[src/rtl/updown_tracker_if.sv]
// updown_tracker_if: groups the pulse inputs, control inputs and tracker
// outputs of updown_tracker into one bundle.
//   upPort/downPort : up/down pulse levels (clk-synchronous)
//   clear           : synchronous clear of position, flags and window state
//   window          : measurement window length in cycles (0 = rate off)
//   position        : signed accumulated net pulse count
//   rate            : signed net count of the last completed window
//   rate_valid      : one-cycle strobe when rate updates
//   sat_hi/sat_lo   : sticky saturation flags
// master drives the inputs (bench / upstream), slave is the tracker.
interface updown_tracker_if #(
  parameter int POS_W  = 24,
  parameter int RATE_W = 16,
  parameter int WIN_W  = 16
);
  logic                     upPort;
  logic                     downPort;
  logic                     clear;
  logic        [WIN_W-1:0]  window;
  logic signed [POS_W-1:0]  position;
  logic signed [RATE_W-1:0] rate;
  logic                     rate_valid;
  logic                     sat_hi;
  logic                     sat_lo;

  modport master (
    output upPort, downPort, clear, window,
    input  position, rate, rate_valid, sat_hi, sat_lo
  );

  modport slave (
    input  upPort, downPort, clear, window,
    output position, rate, rate_valid, sat_hi, sat_lo
  );
endinterface

[src/rtl/updown_tracker.sv]
// updown_tracker: counts rising edges of up/down pulse levels into a
// saturating signed position, and measures the net count per window of
// programmable length.
//   clk   : sole clock, rising edge
//   reset : asynchronous active-high reset
//   bus   : updown_tracker_if.slave (inputs upPort, downPort, clear, window;
//           outputs position, rate, rate_valid, sat_hi, sat_lo -- all
//           outputs come straight from registers)
module updown_tracker #(
  parameter int POS_W  = 24,
  parameter int RATE_W = 16,
  parameter int WIN_W  = 16
) (
  input logic            clk,
  input logic            reset,
  updown_tracker_if.slave bus
);

  typedef enum logic [0:0] {IDLE = 1'b0, RUN = 1'b1} state_t;

  // Limits carried one bit wider so an overshooting sum is still comparable.
  localparam logic signed [POS_W:0]  POS_MAX  = {2'b00, {(POS_W-1){1'b1}}};
  localparam logic signed [POS_W:0]  POS_MIN  = {2'b11, {(POS_W-1){1'b0}}};
  localparam logic signed [RATE_W:0] RATE_MAX = {2'b00, {(RATE_W-1){1'b1}}};
  localparam logic signed [RATE_W:0] RATE_MIN = {2'b11, {(RATE_W-1){1'b0}}};
  localparam logic [WIN_W-1:0]       WIN_ONE  = {{(WIN_W-1){1'b0}}, 1'b1};
  localparam logic [WIN_W-1:0]       WIN_ZERO = {WIN_W{1'b0}};

  // Clamp a one-bit-wide rate sum into the RATE_W signed range.
  function automatic logic signed [RATE_W-1:0] sat_rate(input logic signed [RATE_W:0] v);
    logic signed [RATE_W-1:0] r;
    if (v > RATE_MAX) begin
      r = RATE_MAX[RATE_W-1:0];
    end else if (v < RATE_MIN) begin
      r = RATE_MIN[RATE_W-1:0];
    end else begin
      r = v[RATE_W-1:0];
    end
    return r;
  endfunction

  logic                     up_prev_r, down_prev_r;
  logic                     up_evt_s, down_evt_s;
  logic signed [1:0]        step_s;
  logic signed [POS_W-1:0]  position_r, pos_next_s;
  logic signed [POS_W:0]    pos_sum_s;
  logic                     sat_hi_r, sat_lo_r, hi_next_s, lo_next_s;
  logic signed [RATE_W-1:0] rate_r, rate_next_s, acc_r, acc_next_s, acc_sat_s;
  logic signed [RATE_W:0]   acc_sum_s;
  logic                     rate_valid_r, valid_next_s;
  state_t                   state_r, state_next_s;
  logic        [WIN_W-1:0]  win_q_r, win_next_s, cnt_r, cnt_next_s;
  logic                     boundary_s;

  // Edge detection and the signed step of this cycle.
  always_comb begin
    up_evt_s   = bus.upPort & ~up_prev_r;
    down_evt_s = bus.downPort & ~down_prev_r;
    step_s     = 2'sb00;
    case ({up_evt_s, down_evt_s})
      2'b10:   step_s = 2'sb01;
      2'b01:   step_s = 2'sb11;
      default: step_s = 2'sb00;
    endcase
  end

  // Saturating position update and sticky flag setting.
  always_comb begin
    pos_sum_s  = {position_r[POS_W-1], position_r} + {{(POS_W-1){step_s[1]}}, step_s};
    pos_next_s = position_r;
    hi_next_s  = sat_hi_r;
    lo_next_s  = sat_lo_r;
    if (bus.clear) begin
      pos_next_s = {POS_W{1'b0}};
      hi_next_s  = 1'b0;
      lo_next_s  = 1'b0;
    end else if ((step_s == 2'sb01) && (pos_sum_s >= POS_MAX)) begin
      // Landing on or overshooting the limit both pin it and flag it.
      pos_next_s = POS_MAX[POS_W-1:0];
      hi_next_s  = 1'b1;
    end else if ((step_s == 2'sb11) && (pos_sum_s <= POS_MIN)) begin
      pos_next_s = POS_MIN[POS_W-1:0];
      lo_next_s  = 1'b1;
    end else begin
      pos_next_s = pos_sum_s[POS_W-1:0];
    end
  end

  // Window FSM next-state and datapath; the boundary also folds in this cycle's step.
  always_comb begin
    acc_sum_s    = {acc_r[RATE_W-1], acc_r} + {{(RATE_W-1){step_s[1]}}, step_s};
    acc_sat_s    = sat_rate(acc_sum_s);
    boundary_s   = (state_r == RUN) && (cnt_r == (win_q_r - WIN_ONE));
    state_next_s = state_r;
    win_next_s   = win_q_r;
    cnt_next_s   = cnt_r;
    acc_next_s   = acc_r;
    rate_next_s  = rate_r;
    valid_next_s = 1'b0;
    if (bus.clear) begin
      state_next_s = IDLE;
      cnt_next_s   = WIN_ZERO;
      acc_next_s   = {RATE_W{1'b0}};
      rate_next_s  = {RATE_W{1'b0}};
    end else begin
      case (state_r)
        IDLE: begin
          // The latch cycle's own step is intentionally not accumulated.
          if (bus.window != WIN_ZERO) begin
            state_next_s = RUN;
            win_next_s   = bus.window;
            cnt_next_s   = WIN_ZERO;
            acc_next_s   = {RATE_W{1'b0}};
          end else begin
            state_next_s = IDLE;
          end
        end
        RUN: begin
          if (boundary_s) begin
            rate_next_s  = acc_sat_s;
            valid_next_s = 1'b1;
            acc_next_s   = {RATE_W{1'b0}};
            cnt_next_s   = WIN_ZERO;
            if (bus.window == WIN_ZERO) begin
              state_next_s = IDLE;
            end else begin
              win_next_s = bus.window;
            end
          end else begin
            acc_next_s = acc_sat_s;
            cnt_next_s = cnt_r + WIN_ONE;
          end
        end
        default: begin
          state_next_s = IDLE;
        end
      endcase
    end
  end

  // FSM state register.
  always_ff @(posedge clk or posedge reset) begin
    if (reset) begin
      state_r <= IDLE;
    end else begin
      state_r <= state_next_s;
    end
  end

  // Edge history, position, flags and window datapath registers.
  always_ff @(posedge clk or posedge reset) begin
    if (reset) begin
      up_prev_r    <= 1'b0;
      down_prev_r  <= 1'b0;
      position_r   <= {POS_W{1'b0}};
      sat_hi_r     <= 1'b0;
      sat_lo_r     <= 1'b0;
      rate_r       <= {RATE_W{1'b0}};
      rate_valid_r <= 1'b0;
      win_q_r      <= WIN_ZERO;
      cnt_r        <= WIN_ZERO;
      acc_r        <= {RATE_W{1'b0}};
    end else begin
      // Edge history keeps sampling even while clear is asserted.
      up_prev_r    <= bus.upPort;
      down_prev_r  <= bus.downPort;
      position_r   <= pos_next_s;
      sat_hi_r     <= hi_next_s;
      sat_lo_r     <= lo_next_s;
      rate_r       <= rate_next_s;
      rate_valid_r <= valid_next_s;
      win_q_r      <= win_next_s;
      cnt_r        <= cnt_next_s;
      acc_r        <= acc_next_s;
    end
  end

  assign bus.position   = position_r;
  assign bus.rate       = rate_r;
  assign bus.rate_valid = rate_valid_r;
  assign bus.sat_hi     = sat_hi_r;
  assign bus.sat_lo     = sat_lo_r;

endmodule

[src/flat_wrapper.sv]
// flat-port wrapper written by rule: the top's interface ports become plain ports
module updown_tracker_flat 
#(
  parameter int POS_W  = 24,
  parameter int RATE_W = 16,
  parameter int WIN_W  = 16
)
  (clk, reset, bus_upPort, bus_downPort, bus_clear, bus_window, bus_position, bus_rate, bus_rate_valid, bus_sat_hi, bus_sat_lo);
  updown_tracker_if #(.POS_W(POS_W), .RATE_W(RATE_W), .WIN_W(WIN_W)) bus_i ();
  input logic clk;
  input logic reset;
  input wire logic [$bits(bus_i.upPort)-1:0] bus_upPort;
  input wire logic [$bits(bus_i.downPort)-1:0] bus_downPort;
  input wire logic [$bits(bus_i.clear)-1:0] bus_clear;
  input wire logic [$bits(bus_i.window)-1:0] bus_window;
  output wire logic [$bits(bus_i.position)-1:0] bus_position;
  output wire logic [$bits(bus_i.rate)-1:0] bus_rate;
  output wire logic [$bits(bus_i.rate_valid)-1:0] bus_rate_valid;
  output wire logic [$bits(bus_i.sat_hi)-1:0] bus_sat_hi;
  output wire logic [$bits(bus_i.sat_lo)-1:0] bus_sat_lo;
  assign bus_i.upPort = bus_upPort;
  assign bus_i.downPort = bus_downPort;
  assign bus_i.clear = bus_clear;
  assign bus_i.window = bus_window;
  assign bus_position = bus_i.position;
  assign bus_rate = bus_i.rate;
  assign bus_rate_valid = bus_i.rate_valid;
  assign bus_sat_hi = bus_i.sat_hi;
  assign bus_sat_lo = bus_i.sat_lo;
  updown_tracker #(.POS_W(POS_W), .RATE_W(RATE_W), .WIN_W(WIN_W)) u_core (.clk(clk), .reset(reset), .bus(bus_i));
endmodule
[config.mk]
export PLATFORM = sky130hd
export DESIGN_NAME = updown_tracker_flat
export DESIGN_NICKNAME = d
export VERILOG_FILES = /design/src/rtl/updown_tracker_if.sv /design/src/rtl/updown_tracker.sv /design/src/flat_wrapper.sv
export SDC_FILE = /design/constraint.sdc
export NUM_CORES = 1
export LEC_CHECK = 0
export CORE_ASPECT_RATIO = 1.2
export CORE_MARGIN = 2
export CORE_UTILIZATION = 60
export CTS_CLUSTER_SIZE = 30
export DETAILED_ROUTE_END_ITERATION = 16
export PLACE_DENSITY_LB_ADDON = 0.2
export SYNTH_ARGS = -nofsm -noshare
export SYNTH_HDL_FRONTEND = slang
export SYNTH_SLANG_ARGS = --single-unit
[constraint.sdc]
create_clock -name clk -period 6.7 [get_ports clk]
set_clock_uncertainty 0.15 [all_clocks]
set_input_delay 1.005 -clock clk [delete_from_list [all_inputs] [get_ports clk]]
set_output_delay 1.005 -clock clk [all_outputs]
set_load 0.03 [all_outputs]
# Word-level counts from Yosys, hierarchy flattened
# Cells that the tools add are included.
# op_classes
n_addsub,4
magnitude_cmp,4
n_eq_ne,10
n_mux,33
n_bitwise,6
n_reduce_logical,12
# ops
cell,count
$mux 16,13
$pmux 16 s2,3
$mux 24,3
$add 24x2->25,1
$ge 25x24->1 const B,1
$le 25x24->1 const B,1
$add 16x2->17,1
$gt 17x16->1 const B,1
$lt 17x16->1 const B,1
$add 16x1->16 const B,1
$eq 16x16->1,1
$logic_not 16->1,1
$reduce_bool 16->1,1
$sub 16x1->16 const B,1
$mux 1,12
$reduce_bool 2->1,4
$ne 2x2->1 const B,3
$eq 2x1->1 const B,2
$eq 2x2->1 const B,2
$not 1->1,4
$pmux 2 s2,1
$reduce_and 2->1,2
$reduce_and 4->1,1
$logic_and 1x1->1,3
4 further kinds,5
# word_totals
register_bits,94
out_inout_bits,43
wordCells,80

# Depth between registers and ports, before layout
# logic_depth
depth_word,11
ltp_mapped,23
ltp_nobuf,14

# Worst setup path before layout
# OpenSTA, ideal clock, no wires.
# synth_path
kind,input to register
start,in bus_downPort
end,reg u_core.acc_r[3]
setup_time_ns,0.126
arrival_time_ns,5.541
path_slack_ns,0.883
cell_stages,21
n_path_buf,9
path_cell_list,nor2b_1 -> ha_1 -> buf_6 -> buf_8 -> buf_12 -> buf_12 -> buf_6 -> buf_2 -> buf_2 -> buf_1 -> buf_2 -> xor2_1 -> ha_1 -> or3_1 -> a21oi_1 -> o32ai_1 -> a21oi_1 -> o2111a_1 -> or4b_1 -> and3_1 -> a221o_1
# synth_between
elab_chain_len,10
# synth_lines
element,line,rtl
start: declaration,flat_wrapper.sv:13,input wire logic [$bits(bus_i.downPort)-1:0] bus_downPort;
$and 1x1->1 (*),updown_tracker.sv:58,down_evt_s = bus.downPort & ~down_prev_r;
$eq 2x1->1 or $eq 2x2->1 (tied branches),updown_tracker.sv:60,"case ({up_evt_s, down_evt_s})"
$pmux 2 s2 (*),updown_tracker.sv:60,
$add 16x2->17 (*),updown_tracker.sv:91,"acc_sum_s = {acc_r[RATE_W-1], acc_r} + {{(RATE_W-1){step_s[1]}}, step_s};"
$lt 17x16->1,updown_tracker.sv:34,end else if (v < RATE_MIN) begin
$mux 16,updown_tracker.sv:34,
$mux 16 (*),updown_tracker.sv:32,if (v > RATE_MAX) begin
$mux 16 (*),updown_tracker.sv:119,if (boundary_s) begin
$pmux 16 s2 (*),updown_tracker.sv:106,case (state_r)
$mux 16 (*),updown_tracker.sv:100,if (bus.clear) begin
end signal: assignment,updown_tracker.sv:162,acc_r <= {RATE_W{1'b0}};
end signal: assignment,updown_tracker.sv:174,acc_r <= acc_next_s;
end: declaration,updown_tracker.sv:48,"logic signed [RATE_W-1:0] rate_r, rate_next_s, acc_r, acc_next_s, acc_sat_s;"
# Mark *: on every way between the ends. The rest lies on a longest branch, timed or not.
# A chain may end at the register's enable or synchronous reset.

# Worst setup path after layout
# layout_path
start,in bus_downPort
end,"reg u_core.position_r[7], in the netlist u_core.bus.position[7]"
# layout_between
elab_chain_len,9
# layout_lines
element,line,rtl
$and 1x1->1 (*),updown_tracker.sv:58,
$eq 2x1->1 or $eq 2x2->1 (tied branches),updown_tracker.sv:60,
$pmux 2 s2 (*),updown_tracker.sv:60,
$add 24x2->25,updown_tracker.sv:69,"pos_sum_s = {position_r[POS_W-1], position_r} + {{(POS_W-1){step_s[1]}}, step_s};"
$le 25x24->1,updown_tracker.sv:81,end else if ((step_s == 2'sb11) && (pos_sum_s <= POS_MIN)) begin
$logic_and 1x1->1,updown_tracker.sv:81,
$mux 24,updown_tracker.sv:81,
$mux 24 (*),updown_tracker.sv:77,end else if ((step_s == 2'sb01) && (pos_sum_s >= POS_MAX)) begin
$mux 24 (*),updown_tracker.sv:73,if (bus.clear) begin
net u_core.pos_next_s[7],updown_tracker.sv:45,"logic signed [POS_W-1:0] position_r, pos_next_s;"
end signal: assignment,updown_tracker.sv:155,position_r <= {POS_W{1'b0}};
end signal: assignment,updown_tracker.sv:167,position_r <= pos_next_s;
end: declaration,updown_tracker.sv:45,
# Mark *: on every way through the listed nets, which the timed path passes. The rest lies on a longest branch.

==> metrics.txt <==
clock tree from TritonCTS=done; number of global-route vias before repair=6859; post-synth cell types=96; status=finished clean; minimum setup slack after placement=0.750 ns; max-cap violation count=0; net count of the mapped netlist=975; die span in x=109 um; Congestion Overflow GR=0; RSZ-0062 raised after global routing=no; Post-synth EDFFs=0; commonest cells after routing, fill and taps aside=sky130_fd_sc_hd__dfrtp_1, sky130_fd_sc_hd__nor2_1, sky130_fd_sc_hd__o21ai_0; total global-route track usage=between 20 and 30%; starting density of the core=about 62%; reg2reg start=u_core.down_prev_r; cell count after synthesis=941; smallest hold slack=between 0.3 and 0.4 ns; Core Footprint=roughly 13000 sq um; Yosys warning total=0; Final Hold Viols=0; number of standard-cell rows in the floorplan=45; Async S/R FF share, synth=100%; worst reg2reg setup slack=1.78 ns; pin count of the biggest net entering global routing=73; Data required, critical path=roughly 6.7 ns; share of the clock period used by the worst path=between 80% and 90%; number of remaining DRC errors=0; Detailed Routing Iterations Pass 1=6; number of violations reported at the end of detailed-routing iteration 0=744; share of the synthesized area in the top cell type=29.9%; Worst Max-Slew Pin Slew=1.10 ns; mean post-synth cell area=about 8.4 sq um; leading cell type in the layout, fill and taps excluded=sky130_fd_sc_hd__dfrtp_1; number of nets still failing antenna checks after routing=0; Synth Flop Type=sky130_fd_sc_hd__dfrtp_1; register bit total from synthesis=94; Max H-tree Level=3; number of setup buffers added after CTS=0; clock root buffer master=sky130_fd_sc_hd__clkbuf_16; sum of net half-perimeters after detailed placement=14400 um; sequential-to-total area share from yosys stat=between 20% and 30%; Max Buffers Root-to-Sink=2; maximum operating frequency=175 MHz; Setup TNS=0 ns; Worst EP arrival=5.75 ns; Vert. Die Dim=129 um; CP Max Fanout=23; area of the mapped netlist=7870 sq um; Critical Path End=u_core.bus.position[7]; Setup crit start kind=input port; number of buffers inserted by port buffering=between 60 and 70; quantity of gates resized following cts=0; P per Cell Area=222 nW/um^2; tightest slew margin relative to the limit=25.6%; hold bufs inserted after CTS=0; area of the die=14000 sq um; clock-pin slew of the registers on the worst-case setup and hold paths=0.07 ns; minimum clock period=~5.7 ns; number of buffers created by CTS=9; kind of path behind the tightest hold check=flop to flop; area added between synthesis and finish=11.1%; antenna diode instance count=0; setup-violating endpoint count in the final report=0; largest area contributor in the synthesized netlist=sky130_fd_sc_hd__dfrtp_1; FF-to-FF path depth=14; Sinks on Clock Net=94; worst path setup slack after routing=0.971 ns; static leakage=3.47 nW; Worst Setup End Kind=flop; Setup Crit Path Kind=input port to flop; endpoint of the lowest-slack register-to-register path=u_core.bus.position[7]; total I/O pin count=64; detailed-route wire length per cell=18.3 um; global placement routability congestion=0.899; number of nets in the layout=984; global-route wire length before repair=around 34000 um; wire length reported by the detailed router=between 20000 and 25000 um; Final Slew Violations=0; via count=7463; post-DR vias/cell=6.67; maximum vdd drop=0.208 mV; clock insertion delay at the later pin of the skew report=0.35 ns; start point of the critical path=bus_downPort; share of cells above drive strength 1=9.74%; number of antenna violations at the first check in global routing=0; Synth area leaders=sky130_fd_sc_hd__dfrtp_1, sky130_fd_sc_hd__o21ai_0, sky130_fd_sc_hd__xnor2_1
[through the flow]
stage / power [W] / cell area [sq um] / instances / utilization [%]
4_1_cts: 0.00193 / 8740 / 1119 / 68.7
3_5_place_dp: 0.00137 / 8400 / 1103 / 66.0
3_3_place_gp: 0.00136 / 8400 / 1103 / 66.0
6_report: 0.00194 / 8740 / 1119 / 68.7
5_1_grt: 0.00204 / 8740 / 1119 / 68.7
2_1_floorplan: 0.00121 / 7870 / 941 / -
[where the power goes]
group,internal [W],leakage [nW],switching [W]
registers,0.000619,1.25,0.000128
clock network,0.000340,0.161,0.000231
logic,0.000264,2.07,0.000361
[kinds of logic after synthesis]
kind of cell	after synthesis	share of synthesized area, %
muxes	20	2.82
xor gates and xnor gates	71	8.00
buffers and inverters	101	6.49
DFF	94	29.9
and+or+nand+nor	345	23.4
AOI/OAI and AO/OA	296	27.2
adders and majority gates	14	2.20
[worst min path at each step]
stage / cells past startpoint / start / end / slack (ns)
finish: 1 / u_core.bus.rate[10] / u_core.bus.rate[10] / 0.34
global route: 2 / u_core.bus.rate[6] / u_core.bus.rate[6] / 0.37
CTS: 2 / u_core.bus.rate[6] / u_core.bus.rate[6] / 0.34
global placement: 2 / u_core.bus.rate[4] / u_core.bus.rate[4] / 0.32
detailed placement: 2 / u_core.bus.rate[15] / u_core.bus.rate[15] / 0.33
floorplan: 2 / u_core.acc_r[15] / u_core.acc_r[15] / 0.31
[routing by layer]
metal	wire (um)	part of all wire [%]	vias to the layer above	global-route usage (%)
li1	-	-	3519	-
met2	10000	49	293	49.3
met5	0	0	-	0
met3	1070	5.2	47	4.43
met1	8730	43	3604	39.4
met4	613	3.0	0	11.7
[sequential cells by signal, indices dropped and copies added (netlist names)]
signal / cells
u_core.acc_r: 16
u_core.bus.position: 24
u_core.bus.rate: 16
u_core.bus.rate_valid: 1
u_core.bus.sat_hi: 1
u_core.bus.sat_lo: 1
u_core.cnt_r: 16
u_core.down_prev_r: 1
u_core.state_r: 1
u_core.up_prev_r: 1
u_core.win_q_r: 16
[worst max-delay path: stages]
cell and delay [ns]:
sky130_fd_sc_hd__clkdlybuf4s50_1 0.48, sky130_fd_sc_hd__nor2b_1 0.34, sky130_fd_sc_hd__ha_2 0.35, sky130_fd_sc_hd__inv_1 0.17, sky130_fd_sc_hd__ha_1 0.28, sky130_fd_sc_hd__ha_1 0.22, sky130_fd_sc_hd__nand4bb_1 0.14, sky130_fd_sc_hd__nand4_1 0.26
sky130_fd_sc_hd__xnor2_1 0.16, sky130_fd_sc_hd__or4_1 0.42, sky130_fd_sc_hd__or3_1 0.35, sky130_fd_sc_hd__nor4_1 0.44, sky130_fd_sc_hd__nand4_1 0.26, sky130_fd_sc_hd__o21ai_4 0.67, sky130_fd_sc_hd__a221oi_1 0.21
[synth_stat cells, types with 13 or more instances]
| cell type | number |
|---|---|
| sky130_fd_sc_hd__dfrtp_1 | 94 |
| sky130_fd_sc_hd__nor2_1 | 91 |
| sky130_fd_sc_hd__o21ai_0 | 86 |
| sky130_fd_sc_hd__nand2_1 | 78 |
| sky130_fd_sc_hd__xnor2_1 | 43 |
| sky130_fd_sc_hd__clkbuf_1 | 41 |
| sky130_fd_sc_hd__a21oi_1 | 34 |
| sky130_fd_sc_hd__xor2_1 | 27 |
| sky130_fd_sc_hd__buf_2 | 22 |
| sky130_fd_sc_hd__inv_1 | 22 |
| sky130_fd_sc_hd__nand3_1 | 20 |
| sky130_fd_sc_hd__nor4_1 | 19 |
| sky130_fd_sc_hd__mux2_2 | 17 |
| sky130_fd_sc_hd__nand4_1 | 16 |
| sky130_fd_sc_hd__o211ai_1 | 14 |
| sky130_fd_sc_hd__and3_1 | 13 |
| sky130_fd_sc_hd__ha_1 | 13 |
[final cells by class]
| type | instances | area [sq um] |
|---|---|---|
| fillers | 1044 | 3990 |
| multi-input cells | 746 | 5030 |
| clock buffers | 10 | 239 |
| inverters | 23 | 88.8 |
| flip-flops and latches | 94 | 2350 |
| repair buffers | 76 | 728 |
| clock inverters | 6 | 92.6 |
| well taps | 164 | 205 |
No activity file was read; power rests on OpenSTA's default activity.
